**config.mk**
```make
export PLATFORM = sky130hd
export DESIGN_NAME = ifu_pcgen
export DESIGN_NICKNAME = d
export VERILOG_FILES = /design/src/rtl/ifu_pcgen_pkg.sv /design/src/rtl/ifu_pcgen_pc_tag_fifo.sv /design/src/rtl/ifu_pcgen.sv
export SDC_FILE = /design/constraint.sdc
export NUM_CORES = 1
export LEC_CHECK = 0
export CAP_MARGIN = 20
export CORE_ASPECT_RATIO = 1.5
export CORE_MARGIN = 2
export CORE_UTILIZATION = 43
export CTS_BUF_LIST = sky130_fd_sc_hd__clkbuf_8
export DETAILED_ROUTE_END_ITERATION = 10
export DONT_BUFFER_PORTS = 1
export HOLD_SLACK_MARGIN = 0.05
export PLACE_DENSITY = 0.56
export SLEW_MARGIN = 20
export SYNTH_ARGS = -nofsm -noshare
export SYNTH_HDL_FRONTEND = slang
export SYNTH_HIERARCHICAL = 1
export SYNTH_SLANG_ARGS = --single-unit
```
**constraint.sdc**
```tcl
create_clock -name clk -period 4.25 [get_ports clk]
set_input_delay 0.2125 -clock clk [delete_from_list [all_inputs] [get_ports clk]]
set_output_delay 0.2125 -clock clk [all_outputs]
set_load 0.02 [all_outputs]
```
**src/rtl/ifu_pcgen_pkg.sv**
```systemverilog
// Shared constants and types for the instruction-fetch PC generator.
// Fetch address-bus and instruction-bus widths, reset PC and instruction size.
package ifu_pcgen_pkg;

  localparam int unsigned MYRISCV_ADDRBUS = 32;
  localparam int unsigned MYRISCV_INSTBUS = 32;
  localparam logic [MYRISCV_ADDRBUS-1:0] IFU_RESET_PC = 32'h8000_0000;
  localparam int unsigned IFU_INSN_BYTES = 4;

  typedef enum logic [1:0] {
    ADDR_SEQ,
    ADDR_BPU,
    ADDR_FLUSH
  } addr_src_e;

  // A pending execute redirect always wins over a fresh prediction.
  function automatic addr_src_e pick_src(input logic flush_pend, input logic taken);
    if (flush_pend) return ADDR_FLUSH;
    if (taken) return ADDR_BPU;
    return ADDR_SEQ;
  endfunction

endpackage

```
**src/rtl/ifu_pcgen_pc_tag_fifo.sv**
```systemverilog
// Synchronous FIFO holding the PC of each issued fetch until its response returns.
// A push into a full FIFO is accepted only when a pop frees the head slot in the same cycle.
module pc_tag_fifo #(
  parameter int unsigned DEPTH = 2,
  parameter int unsigned WIDTH = 32
) (
  input  logic             clk,
  input  logic             rst,
  input  logic             push,
  input  logic [WIDTH-1:0] push_data,
  input  logic             pop,
  output logic [WIDTH-1:0] head,
  output logic             full,
  output logic             empty
);

  localparam int unsigned PW = (DEPTH > 1) ? $clog2(DEPTH) : 1;
  localparam int unsigned CW = $clog2(DEPTH + 1);

  logic [WIDTH-1:0] mem [DEPTH];
  logic [PW-1:0]    wr_ptr;
  logic [PW-1:0]    rd_ptr;
  logic [CW-1:0]    count;
  logic             do_push;
  logic             do_pop;

  function automatic logic [PW-1:0] ptr_next(input logic [PW-1:0] p);
    return (p == PW'(DEPTH - 1)) ? '0 : p + PW'(1);
  endfunction

  assign full    = (count == CW'(DEPTH));
  assign empty   = (count == '0);
  assign do_pop  = pop & ~empty;
  assign do_push = push & (~full | do_pop);
  assign head    = mem[rd_ptr];

  always_ff @(posedge clk) begin
    if (do_push) mem[wr_ptr] <= push_data;
  end

  always_ff @(posedge clk) begin
    if (rst) begin
      wr_ptr <= '0;
      rd_ptr <= '0;
      count  <= '0;
    end else begin
      if (do_push) wr_ptr <= ptr_next(wr_ptr);
      if (do_pop)  rd_ptr <= ptr_next(rd_ptr);
      count <= count + CW'(do_push) - CW'(do_pop);
    end
  end

endmodule

```
**src/rtl/ifu_pcgen.sv**
```systemverilog
// Fetch-address generator and in-order PC tagger feeding newbpu.
// Redirects on execute flush (priority) or registered taken prediction (op1+op2).
module ifu_pcgen
  import ifu_pcgen_pkg::*;
#(
  parameter logic [31:0] RESET_PC        = IFU_RESET_PC,
  parameter int unsigned MAX_OUTSTANDING = 2
) (
  input  logic        clk,
  input  logic        rst,
  input  logic        ex_flush_i,
  input  logic [31:0] ex_flush_pc_i,
  input  logic        bpu_taken_r_i,
  input  logic [31:0] bpu_jump_op1_i,
  input  logic [31:0] bpu_jump_op2_i,
  output logic        pc_req_vld_o,
  input  logic        pc_req_rdy_i,
  output logic [31:0] pc_req_addr_o,
  input  logic        mem_rsp_vld_i,
  input  logic [31:0] mem_rsp_ins_i,
  output logic        mem_rsp_rdy_o,
  output logic        rsp_vld_o,
  input  logic        rsp_rdy_i,
  output logic [31:0] rsp_pc_o,
  output logic [31:0] rsp_ins_o
);

  localparam int unsigned CW = $clog2(MAX_OUTSTANDING + 1);

  logic [31:0] pc_q;
  logic [31:0] flush_pc_q;
  logic        flush_pend;
  logic [CW-1:0] outst;
  logic [CW-1:0] drop_cnt;

  addr_src_e   src;
  logic        req_fire;
  logic        rsp_fire;
  logic        rsp_legal;
  logic        dropping;
  logic        fifo_full;
  logic        fifo_empty;
  logic [31:0] fifo_head;

  always_comb begin
    src = pick_src(flush_pend, bpu_taken_r_i);
    pc_req_addr_o = pc_q;
    unique case (src)
      ADDR_FLUSH: pc_req_addr_o = flush_pc_q;
      ADDR_BPU:   pc_req_addr_o = bpu_jump_op1_i + bpu_jump_op2_i;
      default:    pc_req_addr_o = pc_q;
    endcase
  end

  assign pc_req_vld_o = ~rst & ~ex_flush_i & (outst < CW'(MAX_OUTSTANDING)) & ~fifo_full;
  assign req_fire     = pc_req_vld_o & pc_req_rdy_i;

  // A response with nothing outstanding is swallowed without touching the tag FIFO.
  assign rsp_legal     = ~fifo_empty;
  assign dropping      = ex_flush_i | (drop_cnt != '0);
  assign mem_rsp_rdy_o = rst | dropping | ~rsp_legal | rsp_rdy_i;
  assign rsp_vld_o     = ~rst & mem_rsp_vld_i & ~dropping & rsp_legal;
  assign rsp_fire      = mem_rsp_vld_i & mem_rsp_rdy_o & rsp_legal;
  assign rsp_pc_o      = fifo_head;
  assign rsp_ins_o     = mem_rsp_ins_i;

  always_ff @(posedge clk) begin
    if (rst) begin
      pc_q       <= RESET_PC;
      flush_pend <= 1'b0;
      flush_pc_q <= '0;
      outst      <= '0;
      drop_cnt   <= '0;
    end else begin
      if (req_fire) begin
        pc_q       <= pc_req_addr_o + 32'(IFU_INSN_BYTES);
        flush_pend <= 1'b0;
      end
      if (ex_flush_i) begin
        flush_pend <= 1'b1;
        flush_pc_q <= ex_flush_pc_i;
        drop_cnt   <= outst - CW'(rsp_fire);
      end else if (rsp_fire && drop_cnt != '0) begin
        drop_cnt <= drop_cnt - CW'(1);
      end
      outst <= outst + CW'(req_fire) - CW'(rsp_fire);
    end
  end

  pc_tag_fifo #(
    .DEPTH (MAX_OUTSTANDING),
    .WIDTH (32)
  ) u_pc_tag_fifo (
    .clk       (clk),
    .rst       (rst),
    .push      (req_fire),
    .push_data (pc_req_addr_o),
    .pop       (rsp_fire),
    .head      (fifo_head),
    .full      (fifo_full),
    .empty     (fifo_empty)
  );

endmodule

```
==> results of run 1 <==
## cell families after synthesis
group                    count (synthesis)  share of synthesized area
flip-flops                             138                      0.388
XOR/XNOR                                38                     0.0379
AND/OR/NAND/NOR                        310                      0.176
buffers and inverters                  118                     0.0708
adder cells (fa/ha/maj)                 38                     0.0550
multiplexers                            76                     0.0922
AO/OA/AOI/OAI                          221                      0.180
## report_power, final
group | internal, mW | switching (mW)
clock network | 0.557 | 0.534
registers | 1.46 | 0.0245
logic | 0.295 | 0.538
## what timing repair did
action                     in CTS  in global routing
setup endpoints to repair       0                  0
hold buffers                   48                  0
hold endpoints to repair       74                  0
## stage by stage
stage           util  area (sq um)
2_1_floorplan      -          8780
3_3_place_gp   0.437          8820
3_5_place_dp   0.437          8820
4_1_cts        0.482          9730
5_1_grt        0.482          9730
6_report       0.482          9730
## area by class of cell
class,count,area [sq um]
Fill cell,1981,10400
Multi-Input combinational cell,683,4770
Sequential cell,138,3400
Timing Repair Buffer,74,703
Tap cell,264,330
Clock buffer,19,262
Clock inverter,13,141
Inverter,33,124
## synthesized netlist by cell type (4+ instances only)
cell type and number:
clkbuf_1 25, xnor2_1 22, edfxtp_1 64, mux2i_1 40, a21o_1 14, ha_1 37, inv_1 32, dfxtp_1 74
nand2b_1 10, buf_1 5, o21a_1 9, or3_1 10, and2_1 7, nand4_1 23, a211o_1 7, mux2_2 26
nor2_1 94, nand2_1 86, xor2_1 16, nor3b_1 4, o21ai_1 10, a211oi_1 15, a31o_2 4, a21oi_1 66
mux2_1 9, o211ai_1 5, buf_2 13, a211oi_2 4, nor3_1 15, and3_1 16, nor2b_1 5, nand3_1 15
o21ai_0 31, a221oi_1 4, buf_4 39
## cell usage in the layout, fill, tap and decap left out, types with 19 or more instances in the layout
master	instances
nor2_1	92
nand2_1	86
dfxtp_1	74
a21oi_1	66
edfxtp_1	64
dlygate4sd3_1	46
mux2i_1	40
ha_1	37
inv_1	33
o21ai_0	31
mux2_2	26
buf_4	26
nand4_1	23
xnor2_1	22
clkbuf_8	19
## state kept, by name, summed over array words and instances (netlist names), named ones only
signal	cells
flush_pc_q	32
drop_cnt	2
u_pc_tag_fifo/wr_ptr	1
u_pc_tag_fifo/rd_ptr	1
u_pc_tag_fifo/count	2
outst	2
flush_pend	1
u_pc_tag_fifo/mem	64
pc_q	32
## routing by layer
metal / wire, microns / share of wire / track usage
met1: 8970 / 0.37 / 0.238
met2: 13300 / 0.54 / 0.431
met3: 1200 / 0.049 / 0.0445
met4: 933 / 0.038 / 0.106
met5: 0 / 0 / 0
## worst max-delay path: cells and delay by family
family	cells	cell delay (ns)
adders and majority gates	2	0.62
and+or+nand+nor	2	0.38
buffers and inverters	1	0.08
muxes	1	0.26
AOI/OAI and AO/OA	5	1.50
## worst paths after layout
| check | from | to | cells past startpoint |
|---|---|---|---|
| worst max-delay path | bpu_jump_op1_i[0] | pc_req_addr_o[30] | 11 |
| worst min-delay path | ex_flush_i | drop_cnt[0]$_SDFFE_PP0P_ | 2 |
| worst max register to register | flush_pend$_SDFFE_PP0P_ | pc_q[28]$_SDFFE_PP0P_ | 12 |
| worst min register to register | pc_q[6]$_SDFFE_PP0P_ | pc_q[6]$_SDFFE_PP0P_ | 2 |
==> flow_summary.ini, run 1 <==
[clocking]
post-cts-setup-buffers = 0
ctsRootBufferMaster = clkbuf_8
cts_sinks = 138
ctsResizeCount = 0
clock_path_buffers = 2
htreeDepth = 4
cts_tree = built
clk_pin_slew_ns = 0.08
cts_buffers = 17
worstSkewPairLatency_ns = 0.46

[timing]
finalSetupTns_ns = 0
hold_viol = 0
rsz0062_at_grt = no
tightest_slew_ns = 1.08
period_share = 0.769
relSlewSlack = 0.272
fin_ws_ns = 0.980
whs_ns = 0.0726
fin_crit_ns = 3.27
slew_violations = 0
clock-skew-final_ns = 0.0123
max_freq_mhz = 306
setup_violations = 0

[floorplanning]
fp.dieW_microns = 121
core_area_sq_mm = 0.0202
num_rows = 64
io_pins = 234
die_h_microns = 179
die_area_sq_mm = 0.0216
start_util = 0.435

[placement]
dp_slack_ns = 0.579
gp_congestion = 0.826
dp.cells = 1144
dp_hpwl_microns = 17800
port_buffers = 0

[yosys]
ys_seq_area_frac = 0.388
yosysUniqueCellTypes = 88
avgSynthCellArea_sq_um = 9.35
syn-num-nets = 1112
yosysTopAreaCellShare = 0.219
ys.flop_type = dfxtp_1
yosys.area.top_type = edfxtp_1
async_flop_share = 0
synthTopCellsByArea = edfxtp_1 (22%), dfxtp_1 (17%), ha_1 (5.3%)
yosys_warnings = 6
synth_area_sq_mm = 0.00878
ys_ff_latch = 138
synthCells = 939
synth_edf_count = 64

[detailed_routing]
routed_wl_microns = 24400
first_pass_iters = 5
via_count = 6978
ant_nets = 0
first_iter_violations = 477
drt-vias-per-instance = 5.70
drc = 0
post_drt_wl_per_cell_microns = 19.9

[worst_setup_path]
crit_chain = ha_1 -> inv_1 -> fa_1 -> nand2b_2 -> a211oi_2 -> o21ai_0 -> nand2_1 -> a41oi_1 -> mux2i_1 -> a211oi_1 -> a21oi_1
path_max_fanout = 4
required_ns = 4.04
critPathSlowestCell = a21oi_1
setup.worst_path.class = in -> out
crit_arrival_ns = 3.06
cp_slowest_stage_delay_ns = 0.64
startpoint_type = primary input
crit_path_end_kind = primary output
r2r_slack_ns = 1.06

[global_routing]
antenna_found_initial = 0
grt_pass1_vias = 6858
grt_usage = 0.227
grt_overflow = 0
grt_max_degree = 77
grt_pass1_wl_microns = 37500

[power]
power.total_mw = 3.41
vdd_drop_max_mv = 0.158
power.leakage_nw = 3.77
power_density_mw_per_mm2 = 350

[job]
max_cap_viol_count = 0

[final_layout]
layout-drive-gt1-share = 0.129
fin_nets = 1120
antenna_cells = 0
area.growth.synth_to_final_pct = 10.9
instances_no_fill = 1224

[worst_hold_path]
hp-class = in -> reg

[outcome]
status = completed
Power figures use the tool's default switching activity.
==> run 2, diff against run 1 <==
--- a/config.mk
+++ b/config.mk
@@ -13,7 +13,7 @@
 export DETAILED_ROUTE_END_ITERATION = 10
 export DONT_BUFFER_PORTS = 1
 export HOLD_SLACK_MARGIN = 0.05
-export PLACE_DENSITY = 0.56
+export PLACE_DENSITY = 0.58
 export SLEW_MARGIN = 20
 export SYNTH_ARGS = -nofsm -noshare
 export SYNTH_HDL_FRONTEND = slang
==> constraint.sdc (replaced) <==
create_clock -name clk -period 2.7 [get_ports clk]
set_input_delay 0.135 -clock clk [delete_from_list [all_inputs] [get_ports clk]]
set_output_delay 0.135 -clock clk [all_outputs]
set_load 0.02 [all_outputs]
==> flow_summary.ini, run 2 (synthesis results as in run 1) <==
[outcome]
status = complete, but fails checks
violations = setup timing

[worst_setup_path]
crit_arrival_ns = 3.14
startpoint_type = flop
timing.rr.start = flush_pend$_SDFFE_PP0P_
cp.depth = 13
setup.worst_path.class = reg -> reg
crit_family = simple AND/OR/NAND/NOR gates
crit_buf_inv = 2
r2r_slack_ns = -0.10
r2r_cells = 13
crit_chain = buf_4 -> buf_4 -> nor3b_1 -> a21oi_1 -> o31ai_1 -> o21a_1 -> nand4_1 -> nor4_4 -> nand4b_4 -> nor2_2 -> and3_1 -> xnor2_1 -> a211oi_2
critPathSlowestCell = nor4_4
startpoint = flush_pend$_SDFFE_PP0P_
path_max_fanout = 11
required_ns = 3.04
cp_slowest_stage_delay_ns = 0.39
worstSetupEndpoint = pc_q[29]$_SDFFE_PP0P_
crit_path_end_kind = flop
worstReg2RegEnd = pc_q[29]$_SDFFE_PP0P_
cp_common_cell = buf_4

[power]
p_comb_frac = 0.299
p_switching_mw = 1.86
power.total_mw = 5.87
power.leakage_nw = 4.72
seq_power_share = 0.397
p_sw_frac = 0.316
p_clk_frac = 0.304
vdd_drop_max_mv = 0.301
power_density_mw_per_mm2 = 517
intPower_mw = 4.02

[final_layout]
final_common_cell = buf_4
regMostFlops = u_pc_tag_fifo/mem
area.growth.synth_to_final_pct = 29.4
n_fill_cell = 1843
fin_nets = 1284
final_cell_mix = buf_4 (190), nor2_1 (90), nand2_1 (85)
layout-drive-gt1-share = 0.307
instances_no_fill = 1389
largest_reg_flops = 64
reg.largest.list = u_pc_tag_fifo/mem: 64 flops, flush_pc_q: 32 flops, pc_q: 32 flops

[placement]
dp.cells = 1297
port_buffers = 0
gp_congestion = 0.871
dp_hpwl_microns = 19100
dp_slack_ns = -0.510

[worst_hold_path]
hp-class = in -> reg

[floorplanning]
core_area_sq_mm = 0.0202
fp.dieW_microns = 121
start_util = 0.435
die_h_microns = 179
die_area_sq_mm = 0.0216
io_pins = 234
num_rows = 64

[clocking]
clock_path_buffers = 2
cts_tree = built
cts_sinks = 138
cts_buffers = 17
worstSkewPairLatency_ns = 0.46
clk_pin_slew_ns = 0.08
ctsRootBufferMaster = clkbuf_8
htreeDepth = 4

[detailed_routing]
first_pass_iters = 5
ant_nets = 0
drt-vias-per-instance = 5.52
drc = 0
first_iter_violations = 347
via_count = 7670
routed_wl_microns = 25900
post_drt_wl_per_cell_microns = 18.6

[timing]
relSlewSlack = 0.637
rsz0062_at_grt = yes
slew_violations = 0
period_share = 1.04
finalSetupTns_ns = -0.630
tightest_slew_ns = 0.531
fin_ws_ns = -0.101
clock-skew-final_ns = 0.0120
fin_crit_ns = 2.80
hold_viol = 0
setup_violations = 10
max_freq_mhz = 357

[global_routing]
antenna_found_initial = 1
grt_overflow = 0
grt_max_degree = 77
grt_pass1_vias = 7413
grt_pass1_wl_microns = 39000
grt_usage = 0.237

[job]
max_cap_viol_count = 0
-- run 2: timing repair --
action,CTS,global route
setup buffers,16,12
endpoints found under the setup margin,24,28
pin swaps,20,27
hold buffers,35,0
gates resized for setup,22,41
endpoints found under the hold margin,74,0
-- run 2: metal layers --
layer,vias up,global-route usage,routed length (microns)
li1,3739,-,-
met1,3671,0.245,9290
met2,200,0.456,14400
met3,60,0.0541,1290
met4,0,0.0916,867
met5,-,0,0
-- run 2: worst min path at each step --
stage                    start                           endpoint  slack (ns)  cells past startpoint
finish              ex_flush_i           drop_cnt[0]$_SDFFE_PP0P_        0.06                      2
global route        ex_flush_i           drop_cnt[0]$_SDFFE_PP0P_        0.06                      2
CTS                 ex_flush_i           drop_cnt[0]$_SDFFE_PP0P_        0.05                      2
detailed placement         rst  u_pc_tag_fifo/count[0]$_SDFF_PP0_        0.22                      1
global placement           rst  u_pc_tag_fifo/count[0]$_SDFF_PP0_        0.22                      1
floorplan                  rst  u_pc_tag_fifo/count[0]$_SDFF_PP0_        0.21                      1
-- run 2: final cells by class --
cell class | instances | area, sq um | share of cell area
Clock buffer | 18 | 248 | 0.0218
Clock inverter | 14 | 171 | 0.0151
Sequential cell | 138 | 3400 | 0.300
Multi-Input combinational cell | 683 | 5080 | 0.447
Timing Repair Buffer | 238 | 2000 | 0.176
Tap cell | 264 | 330 | 0.0291
Antenna cell | 1 | 2.50 | 0.000220
Inverter | 33 | 130 | 0.0115
-- run 2: through the flow --
stage | utilization | hold slack [ns] | area [sq um]
after global routing | 0.563 | 0.0600 | 11400
after floorplan | - | 0.207 | 8850
after global placement | 0.499 | 0.216 | 10100
after detailed placement | 0.499 | 0.219 | 10100
after CTS | 0.550 | 0.0529 | 11100
final | 0.563 | 0.0558 | 11400
-- run 2: power by group through the flow --
stage / clock network [mW] / registers, mW / logic, mW
2_1_floorplan: 0 / 2.37 / 1.01
3_3_place_gp: 0 / 2.38 / 1.54
3_5_place_dp: 0 / 2.38 / 1.55
4_1_cts: 1.81 / 2.33 / 1.71
5_1_grt: 1.90 / 2.34 / 1.90
6_report: 1.78 / 2.33 / 1.76
==> run 3, diff against run 2 <==
--- a/config.mk
+++ b/config.mk
@@ -5,17 +5,16 @@
 export SDC_FILE = /design/constraint.sdc
 export NUM_CORES = 1
 export LEC_CHECK = 0
+export BUFFER_PORTS_ARGS = -buffer_cell sky130_fd_sc_hd__clkbuf_2
 export CAP_MARGIN = 20
-export CORE_ASPECT_RATIO = 1.5
+export CORE_ASPECT_RATIO = 1.25
 export CORE_MARGIN = 2
 export CORE_UTILIZATION = 43
 export CTS_BUF_LIST = sky130_fd_sc_hd__clkbuf_8
 export DETAILED_ROUTE_END_ITERATION = 10
-export DONT_BUFFER_PORTS = 1
 export HOLD_SLACK_MARGIN = 0.05
-export PLACE_DENSITY = 0.58
+export PLACE_DENSITY = 0.68
 export SLEW_MARGIN = 20
 export SYNTH_ARGS = -nofsm -noshare
 export SYNTH_HDL_FRONTEND = slang
-export SYNTH_HIERARCHICAL = 1
 export SYNTH_SLANG_ARGS = --single-unit
==> flow_summary.ini, run 3 <==
[placement]
dp_hpwl_microns = 17300
gp_congestion = 0.856
dp_slack_ns = -0.544
port_buffers = 169

[timing]
tightest_slew_ns = 0.858
clock-skew-final_ns = 0.0111
relSlewSlack = 0.428
finalSetupTns_ns = -0.0801
fin_crit_ns = 2.77
max_freq_mhz = 361
hold_viol = 0
period_share = 1.03
setup_violations = 2
slew_violations = 0
fin_ws_ns = -0.0702
rsz0062_at_grt = yes

[yosys]
synth.most_common_cell = nor2_1
avgSynthCellArea_sq_um = 9.46
synthTopCellsByCount = nor2_1 (89), nand2_1 (80), dfxtp_1 (74)
yosysTopAreaCellShare = 0.223
synthTopCellsByArea = edfxtp_1 (22%), dfxtp_1 (17%), ha_1 (5.5%)
yosysUniqueCellTypes = 80
synth_area_sq_mm = 0.00862
async_flop_share = 0
synth_edf_count = 64
yosys_warnings = 0
ys.flop_type = dfxtp_1
syn-num-nets = 1086
ys_ff_latch = 138
yosys.area.top_type = edfxtp_1
synthCells = 912
ys_seq_area_frac = 0.395

[worst_setup_path]
crit_family = compound AO/OA/AOI/OAI gates
crit_chain = buf_6 -> ha_4 -> buf_6 -> a211oi_4 -> o211ai_2 -> a31oi_4 -> a2111oi_4 -> o31a_4 -> o31ai_4 -> xnor2_2 -> mux2i_1 -> o21ai_2 -> buf_4 -> buf_8
required_ns = 2.57
setup.worst_path.class = in -> out
cp_slowest_stage_delay_ns = 0.38
crit_arrival_ns = 2.64
critPathSlowestCell = o31a_4
cp_common_cell = buf_6
crit_buf_inv = 4
crit_path_end_kind = primary output
startpoint_type = primary input
path_max_fanout = 4

[detailed_routing]
drc = 0
first_pass_iters = 5
top_layer = met4
wl_met2_microns = 11800
met1Wirelength_microns = 10600
first_iter_violations = 386
ant_nets = 0
wl_met3_microns = 972
post_drt_wl_per_cell_microns = 16.1
drt-vias-per-instance = 5.27
via_count = 7825
routed_wl_microns = 23900

[floorplanning]
fp.dieW_microns = 131
die_area_sq_mm = 0.0212
core_area_sq_mm = 0.0195
num_rows = 57
io_pins = 234
start_util = 0.441
die_h_microns = 162

[power]
power_density_mw_per_mm2 = 583
vdd_drop_max_mv = 0.315
power.leakage_nw = 5.02

[clocking]
worstSkewPairLatency_ns = 0.45
cts_sinks = 138
ctsRootBufferMaster = clkbuf_8
htreeDepth = 4
clock_path_buffers = 2
cts_buffers = 17
cts_tree = built

[final_layout]
largest_reg_flops = 64
fin_nets = 1381
layout-drive-gt1-share = 0.403
n_fill_cell = 1677
area.growth.synth_to_final_pct = 37.4
final_common_cell = clkbuf_2
reg.largest.list = u_pc_tag_fifo.mem: 64 flops, flush_pc_q: 32 flops, pc_q: 32 flops
regMostFlops = u_pc_tag_fifo.mem
final_cell_mix = clkbuf_2 (161), buf_4 (147), nor2_1 (88)
antenna_cells = 0

[outcome]
violations = setup timing
status = complete, but fails checks

[global_routing]
antenna_found_initial = 0
grt_overflow = 0
grt_usage = 0.222
grt_pass1_wl_microns = 37400
grt_pass1_vias = 7425
grt_max_degree = 75

[worst_hold_path]
hp-class = in -> out

[job]
max_cap_viol_count = 0
## run 3: where the power goes
part	total (mW)	switching [mW]	leakage [nW]	internal [mW]
registers	2.53	0.124	1.20	2.41
logic	2.71	1.46	3.62	1.25
clock network	1.66	0.840	0.197	0.820
total	6.91	2.43	5.02	4.48
## run 3: cell families (layout without fill, tap and decap cells)
logic type | Yosys count | after routing | synth area share
AND/OR/NAND/NOR | 301 | 301 | 0.178
flip-flops | 138 | 138 | 0.395
multiplexers | 78 | 78 | 0.0956
buffers and inverters | 106 | 414 | 0.0628
adder cells (fa/ha/maj) | 39 | 39 | 0.0575
XOR/XNOR | 41 | 41 | 0.0416
AO/OA/AOI/OAI | 209 | 209 | 0.170
## run 3: repair_timing
action,CTS,global route
pin swaps,21,35
hold buffers,32,0
hold endpoints to repair,32,0
setup endpoints to repair,12,24
buffers inserted,10,8
resized for setup,25,63
cloned,0,0
## run 3: path summary, 6_finish.rpt
path | cells past startpoint | end | startpoint | slack (ns)
max | 14 | pc_req_addr_o[31] | bpu_jump_op1_i[0] | -0.07
min | 0 | rsp_ins_o[20] | mem_rsp_ins_i[20] | 0.27
max reg2reg | 10 | pc_q[31]$_SDFFE_PP1P_ | flush_pend$_SDFFE_PP0P_ | 0.04
min reg2reg | 2 | pc_q[18]$_SDFFE_PP0P_ | pc_q[18]$_SDFFE_PP0P_ | 0.45
## run 3: layout make-up
| type | count | area, sq um | share of cell area |
|---|---|---|---|
| inverters | 25 | 93.8 | 0.00792 |
| well taps | 265 | 332 | 0.0280 |
| clock buffers | 17 | 234 | 0.0198 |
| repair buffers | 357 | 2450 | 0.207 |
| clock inverters | 15 | 149 | 0.0126 |
| multi-input cells | 668 | 5180 | 0.437 |
| flip-flops and latches | 138 | 3410 | 0.288 |
## run 3: stage by stage
stage	cells	cell area (sq um)	utilization	hold WS [ns]	power (mW)
final	1485	11800	0.606	0.270	6.91
after global routing	1485	11800	0.606	0.270	7.29
after CTS	1477	11500	0.589	0.264	6.85
after detailed placement	1403	10600	0.542	0.270	5.08
after global placement	1403	10600	0.542	0.270	5.04
after floorplan	912	8770	-	0.282	4.21
## run 3: routing by layer
layer  track usage  up-vias
li1              -     3869
met1         0.298     3710
met2         0.373      211
met3        0.0273       35
met4        0.0706        0
met5             0        -
